**config.mk**
```make
export PLATFORM = sky130hd
export DESIGN_NAME = seq_tx_flat
export DESIGN_NICKNAME = d
export VERILOG_FILES = /design/src/rtl/seq_tx_pkg.sv /design/src/rtl/seq_tx_if.sv /design/src/rtl/seq_tx_shreg.sv /design/src/rtl/seq_tx.sv /design/src/flat_wrapper.sv
export SDC_FILE = /design/constraint.sdc
export NUM_CORES = 1
export LEC_CHECK = 0
export CORE_ASPECT_RATIO = 1.2
export CORE_MARGIN = 2
export CORE_UTILIZATION = 48
export CTS_BUF_LIST = sky130_fd_sc_hd__clkbuf_4 sky130_fd_sc_hd__clkbuf_8
export DETAILED_ROUTE_END_ITERATION = 12
export GPL_TIMING_DRIVEN = 0
export PLACE_DENSITY = 0.81
export SLEW_MARGIN = 15
export SYNTH_ARGS = -nofsm -noshare
export SYNTH_HDL_FRONTEND = slang
export SYNTH_SLANG_ARGS = --single-unit
```
**constraint.sdc**
```tcl
create_clock -name CLK -period 5.7 [get_ports CLK]
set_input_delay 0.855 -clock CLK [delete_from_list [all_inputs] [get_ports CLK]]
set_output_delay 0.855 -clock CLK [all_outputs]
set_load 0.03 [all_outputs]
```
**src/rtl/seq_tx_pkg.sv**
```systemverilog
// Shared types and helpers for the seq_tx serial pattern transmitter.
package seq_tx_pkg;

    typedef enum logic [1:0] {
        IDLE  = 2'b00,
        SHIFT = 2'b01,
        GAP   = 2'b10
    } state_t;

    // Effective pattern length: 0 or anything beyond the register width means "full width".
    function automatic int unsigned eff_len(input int unsigned len, input int unsigned width);
        return ((len == 0) || (len > width)) ? width : len;
    endfunction

endpackage

```
**src/rtl/seq_tx_if.sv**
```systemverilog
// Load/status bundle between a pattern source and seq_tx.
interface seq_tx_if #(
    parameter int unsigned DATA_WIDTH = 8,
    parameter int unsigned LEN_WIDTH  = 4,
    parameter int unsigned REP_WIDTH  = 4
);
    logic                  Load;
    logic [DATA_WIDTH-1:0] Data;
    logic [LEN_WIDTH-1:0]  Len;
    logic [REP_WIDTH-1:0]  Reps;
    logic                  Ready;
    logic                  Out1;
    logic                  OutValid;
    logic                  Done;

    modport master (
        output Load, Data, Len, Reps,
        input  Ready, Out1, OutValid, Done
    );

    modport slave (
        input  Load, Data, Len, Reps,
        output Ready, Out1, OutValid, Done
    );
endinterface

```
**src/rtl/seq_tx_shreg.sv**
```systemverilog
// Loadable left-shift register; a captured copy allows replaying the pattern.
module seq_tx_shreg #(
    parameter int unsigned WIDTH     = 8,
    parameter int unsigned LEN_WIDTH = 4
) (
    input  logic                 clk,
    input  logic                 rst_n,
    input  logic                 load,
    input  logic [WIDTH-1:0]     data,
    input  logic [LEN_WIDTH-1:0] len,
    input  logic                 reload,
    input  logic                 shift,
    output logic                 out_bit
);
    logic [WIDTH-1:0] sreg;
    logic [WIDTH-1:0] copy;
    logic [WIDTH-1:0] aligned;

    // Left-justify the pattern so bit len-1 sits at the MSB and goes out first.
    always_comb begin
        aligned = data << (WIDTH - 32'(len));
    end

    // Load captures both the working register and the replay copy.
    always_ff @(posedge clk or negedge rst_n) begin
        if (!rst_n) begin
            sreg <= '0;
            copy <= '0;
        end else if (load) begin
            sreg <= aligned;
            copy <= aligned;
        end else if (reload) begin
            sreg <= copy;
        end else if (shift) begin
            sreg <= sreg << 1;
        end
    end

    assign out_bit = sreg[WIDTH-1];
endmodule

```
**src/rtl/seq_tx.sv**
```systemverilog
// Serial pattern transmitter: sends Len bits of Data MSB-first, Reps+1 times.
module seq_tx
    import seq_tx_pkg::*;
#(
    parameter int unsigned DATA_WIDTH = 8,
    parameter int unsigned LEN_WIDTH  = 4,
    parameter int unsigned REP_WIDTH  = 4,
    parameter int unsigned GAP_CYCLES = 1
) (
    input  logic    CLK,
    input  logic    RST,
    seq_tx_if.slave bus
);
    localparam int unsigned GAP_W = (GAP_CYCLES > 1) ? $clog2(GAP_CYCLES) : 1;

    state_t               state;
    state_t               state_nxt;
    logic [LEN_WIDTH-1:0] eff;
    logic [LEN_WIDTH-1:0] len_m1;
    logic [LEN_WIDTH-1:0] bit_cnt;
    logic [REP_WIDTH-1:0] rep_cnt;
    logic [GAP_W-1:0]     gap_cnt;
    logic                 done_q;
    logic                 do_load;
    logic                 do_shift;
    logic                 do_reload;
    logic                 do_finish;
    logic                 gap_end;
    logic                 sh_bit;

    assign eff = LEN_WIDTH'(eff_len(32'(bus.Len), DATA_WIDTH));

    // State register.
    always_ff @(posedge CLK or negedge RST) begin
        if (!RST) begin
            state <= IDLE;
        end else begin
            state <= state_nxt;
        end
    end

    // Next-state decode and datapath strobes; transitions are decided at bit 0.
    always_comb begin
        state_nxt = state;
        do_load   = 1'b0;
        do_shift  = 1'b0;
        do_reload = 1'b0;
        do_finish = 1'b0;
        gap_end   = 1'b0;
        case (state)
            IDLE: begin
                if (bus.Load) begin
                    do_load   = 1'b1;
                    state_nxt = SHIFT;
                end
            end
            SHIFT: begin
                if (bit_cnt != '0) begin
                    do_shift = 1'b1;
                end else if (rep_cnt != '0) begin
                    do_reload = 1'b1;
                    state_nxt = GAP;
                end else begin
                    do_finish = 1'b1;
                    state_nxt = IDLE;
                end
            end
            GAP: begin
                if (gap_cnt == '0) begin
                    gap_end   = 1'b1;
                    state_nxt = SHIFT;
                end
            end
            default: state_nxt = IDLE;
        endcase
    end

    // Bit, repetition and gap counters plus the registered Done pulse.
    always_ff @(posedge CLK or negedge RST) begin
        if (!RST) begin
            len_m1  <= '0;
            bit_cnt <= '0;
            rep_cnt <= '0;
            gap_cnt <= '0;
            done_q  <= 1'b0;
        end else begin
            done_q <= do_finish;
            if (do_load) begin
                len_m1  <= eff - LEN_WIDTH'(1);
                bit_cnt <= eff - LEN_WIDTH'(1);
                rep_cnt <= bus.Reps;
            end
            if (do_shift) begin
                bit_cnt <= bit_cnt - LEN_WIDTH'(1);
            end
            if (do_reload) begin
                rep_cnt <= rep_cnt - REP_WIDTH'(1);
                gap_cnt <= GAP_W'(GAP_CYCLES - 1);
            end
            if (state == GAP) begin
                if (gap_end) begin
                    bit_cnt <= len_m1;
                end else begin
                    gap_cnt <= gap_cnt - GAP_W'(1);
                end
            end
        end
    end

    seq_tx_shreg #(
        .WIDTH     (DATA_WIDTH),
        .LEN_WIDTH (LEN_WIDTH)
    ) u_shreg (
        .clk     (CLK),
        .rst_n   (RST),
        .load    (do_load),
        .data    (bus.Data),
        .len     (eff),
        .reload  (do_reload),
        .shift   (do_shift),
        .out_bit (sh_bit)
    );

    assign bus.Ready    = (state == IDLE);
    assign bus.OutValid = (state == SHIFT);
    assign bus.Out1     = (state == SHIFT) & sh_bit;
    assign bus.Done     = done_q;
endmodule

```
**src/flat_wrapper.sv**
```systemverilog
// flat-port wrapper written by rule: the top's interface ports become plain ports
module seq_tx_flat import seq_tx_pkg::*;
#(
    parameter int unsigned DATA_WIDTH = 8,
    parameter int unsigned LEN_WIDTH  = 4,
    parameter int unsigned REP_WIDTH  = 4,
    parameter int unsigned GAP_CYCLES = 1
)
  (CLK, RST, bus_Load, bus_Data, bus_Len, bus_Reps, bus_Ready, bus_Out1, bus_OutValid, bus_Done);
  seq_tx_if #(.DATA_WIDTH(DATA_WIDTH), .LEN_WIDTH(LEN_WIDTH), .REP_WIDTH(REP_WIDTH)) bus_i ();
  input  logic CLK;
  input  logic RST;
  input wire logic [$bits(bus_i.Load)-1:0] bus_Load;
  input wire logic [$bits(bus_i.Data)-1:0] bus_Data;
  input wire logic [$bits(bus_i.Len)-1:0] bus_Len;
  input wire logic [$bits(bus_i.Reps)-1:0] bus_Reps;
  output wire logic [$bits(bus_i.Ready)-1:0] bus_Ready;
  output wire logic [$bits(bus_i.Out1)-1:0] bus_Out1;
  output wire logic [$bits(bus_i.OutValid)-1:0] bus_OutValid;
  output wire logic [$bits(bus_i.Done)-1:0] bus_Done;
  assign bus_i.Load = bus_Load;
  assign bus_i.Data = bus_Data;
  assign bus_i.Len = bus_Len;
  assign bus_i.Reps = bus_Reps;
  assign bus_Ready = bus_i.Ready;
  assign bus_Out1 = bus_i.Out1;
  assign bus_OutValid = bus_i.OutValid;
  assign bus_Done = bus_i.Done;
  seq_tx #(.DATA_WIDTH(DATA_WIDTH), .LEN_WIDTH(LEN_WIDTH), .REP_WIDTH(REP_WIDTH), .GAP_CYCLES(GAP_CYCLES)) u_core (.CLK(CLK), .RST(RST), .bus(bus_i));
endmodule
```
==> metrics.md <==
| Metric | Value |
|---|---|
| Status | complete, no violations |
| Worst path required time | 5870 ps |
| Yosys warns | 0 |
| Power per Cell Area | 476.4 nW/um^2 |
| Die height | 71.97 um |
| EDFF count, synth | 0 |
| Fin. Hold Viols | 0 |
| Drt total wl | 3873 um |
| Cell Count Post-Placement | 264 |
| DR WL/cell | 14.29 um |
| Area after DPL | 2128 sq um |
| Syn_area_per_cell | 9.726 sq um |
| Netlist cell types | 52 |
| Largest net degree at the start of global routing | 33 |
| Crit path from | bus_Len[3] |
| Layout Utilization | 60.31% |
| Max clock buf depth | 2 |
| Post-route cell area | 2210 sq um |
| GR Util All Layers | 20.63% |
| Slew Limit Fails | 0 |
| Max Fanout on Critical Path | 10 |
| Fin Setup TNS | 0 ps |
| First-pass GRT wire length | 6851 um |
| Int Pwr | 0.0006402 W |
| P_leak | 0.9648 nW |
| Core area | 3664 sq um |
| Starting Density | 50.44% |
| Clock Latency Late Sink | 290 ps |
| Internal reg-to-reg setup slack | 3540 ps |
| Num CTS Buffers | 5 |
| Crit. End Element | register |
| Slew at the pin closest to its max-slew limit | 675.4 ps |
| Flops & latches, synth | 32 |
| CTS tree | done |
| DRT Pass-1 Iters | 4 |
| HP Class | reg2reg |
| Worst R2R Start | u_core.bit_cnt[0] |
| Switching Share | 39.18% |
| Gate Count Post-Synth | 190 |
| Tmin final | 2999 ps |
| CTS root buf | clkbuf_8 |
| GP Congestion | 0.8543 |
| Combinational power share | 47.2% |
| Row cnt | 24 |
| Share of total power in sequential cells | 37.0% |
| Non-filler instance count after layout | 271 |
| Area taken by multi-input logic gates | 955.9 sq um |
| Clock power frac | 15.8% |
| H-tree lvl count | 2 |
| CP Data Arrival Time | 3170 ps |
| Switching power | 0.0004125 W |
| Global route overflow | 0 |
| Syn_nets | 212 |
| Layout cell share with drive strength beyond 1 | 13.70% |
| Number of global-route vias before repair | 1542 |
| DRC Markers | 0 |
| Hold path startpoint | u_core.u_shreg.copy[1] |
| Post-CTS setup buffers | 0 |
| Period utilization | 52.62% |
| Via count | 1547 |
| Worst rel slew slack | 54.97% |
| Die area | 4364 sq um |
| Vias per cell | 5.708 |
| Initial antenna violation count | 0 |
| I/O Buffers | 22 |
| Clk_skew | 5.175 ps |
| Cts hold-fix bufs | 0 |
| Register Area | 800.8 sq um |
| Register area share after synthesis | 43.33% |
| ANT cells | 0 |
| Synthesized area | 1848 sq um |
| IO Count | 23 |
| RSZ-0062 raised after global routing | false |
| Clk sinks | 32 |
| Area growth syn-to-layout | 19.57% |
| Clock Pin Slew Worst Setup and Hold Paths | 60 ps |
| Post-synthesis async set-or-reset flop share | 100.0% |
| Worst VDD drop | 0.1466 mV |
| Crit path kind | in2reg |
| Max Freq | 333.4 MHz |
| Setup crit start kind | input port |
| Prevailing post-synth register cell | dfrtp_1 |
| Max-cap violations | 0 |
| ANT nets after route | 0 |
| Detailed placement HPWL | 2857 um |
| Die span in x | 60.64 um |
| Final net count | 241 |
| Total Power | 0.001053 W |
| # resized after CTS | 0 |
| Finish-stage setup viols | 0 |
| Drt initial violations | 102 |
| # fillers | 321 |
## cell families after synthesis
family,after synthesis,synth area share [%]
AOI/OAI and AO/OA,52,20.45
xor gates and xnor gates,2,0.9480
adders and majority gates,3,2.031
buffers and inverters,18,4.943
DFF,32,43.33
muxes,12,8.734
and+or+nand+nor,71,19.57
## through the flow
| stage | setup WS, ps | hold slack (ps) |
|---|---|---|
| floorplan | 3181 | 446.2 |
| global placement | 2463 | 458.8 |
| detailed placement | 2414 | 467.4 |
| CTS | 2702 | 481.4 |
| global route | 2589 | 497.0 |
| finish | 2701 | 476.7 |
## cell type report
class                      count  share of cell area [%]
inverter                       8                   1.359
multi-input combinational    140                   43.26
tap                           52                   2.945
timing repair buffer          22                   9.740
sequential                    32                   36.24
clock inverter                 1                  0.2265
clock buffer                   6                   3.454
buffer                        10                   2.775
## power by group through the flow
stage	sequential, W	clock (W)	combinational (W)
finish	0.000389	0.000166	0.000497
global route	0.000403	0.000178	0.000561
CTS	0.000388	0.000169	0.000501
detailed placement	0.000392	0	0.000498
global placement	0.000390	0	0.000486
floorplan	0.000377	0	0.000376
## state kept, by name, indices dropped and copies added (netlist names)
signal               count
u_core.u_shreg.copy      8
u_core.u_shreg.sreg      8
u_core.bit_cnt           4
u_core.len_m1            4
u_core.rep_cnt           4
u_core.state             2
u_core.bus.Done          1
u_core.gap_cnt           1
## critical path, cell delays in order
cell and delay, ps:
clkdlybuf4s50_1 530, nor2b_2 170, buf_6 160, inv_2 80
ha_1 270, buf_2 230, mux4_2 540, nand2_1 90
o211a_1 190, nor3_1 60
## routing by layer
metal	up-vias	part of all wire, %	global-route usage (%)	wire [um]
met2	38	51	34.89	1985
met5	-	0	0	0
met1	746	43	26.12	1669
li1	758	-	-	-
met4	0	2.0	8.696	78
met3	5	3.6	2.674	140
## cell usage after synthesis (all sizes together) (2+ instances only)
library cell	n	area share, %
nor2	22	4.5
a21oi	6	1.6
or4	2	0.81
nand2	20	4.1
nand3	3	1.1
clkbuf	3	0.61
and2	3	1.0
o21ai	6	1.6
or3b	2	0.95
a21o	4	1.6
o211ai	4	1.6
nor3	4	1.1
mux2	3	1.8
a311oi	2	0.95
ha	3	2.0
o22a	3	1.4
o22ai	8	3.0
and3	2	0.68
inv	8	1.6
mux4	3	3.7
a31oi	4	1.4
o21ba	2	1.1
nor2b	3	1.2
o221ai	4	1.9
buf	7	2.7
nand2b	4	1.4
mux2i	6	3.2
nor3b	3	1.5
dfrtp	32	43
## final timing paths
path | to | cells after the start
min | u_core.u_shreg.copy[1] | 1
max in group asynchronous | u_core.u_shreg.copy[5] | 1
min reg2reg | u_core.u_shreg.copy[1] | 1
min in group asynchronous | u_core.rep_cnt[0] | 1
max | u_core.u_shreg.sreg[7] | 10
max reg2reg | u_core.bit_cnt[0] | 8
## layout by cell type, fill, tap and decap left out, drive strengths merged, types with 2 or more instances in the layout
cell type      count
nand2             20
o21ba              2
a311oi             2
and2               3
nor3               4
o211ai             4
inv                8
and3               2
o22ai              8
mux4               3
a21oi              6
or4                2
o21ai              6
nor2              22
nor3b              3
a21o               4
or3b               2
nand2b             4
nor2b              3
a31oi              4
mux2               3
dfrtp             32
mux2i              6
ha                 3
o22a               3
clkbuf             9
buf                8
clkdlybuf4s50     21
o221ai             4
nand3              3
Power figures use the tool's default switching activity.
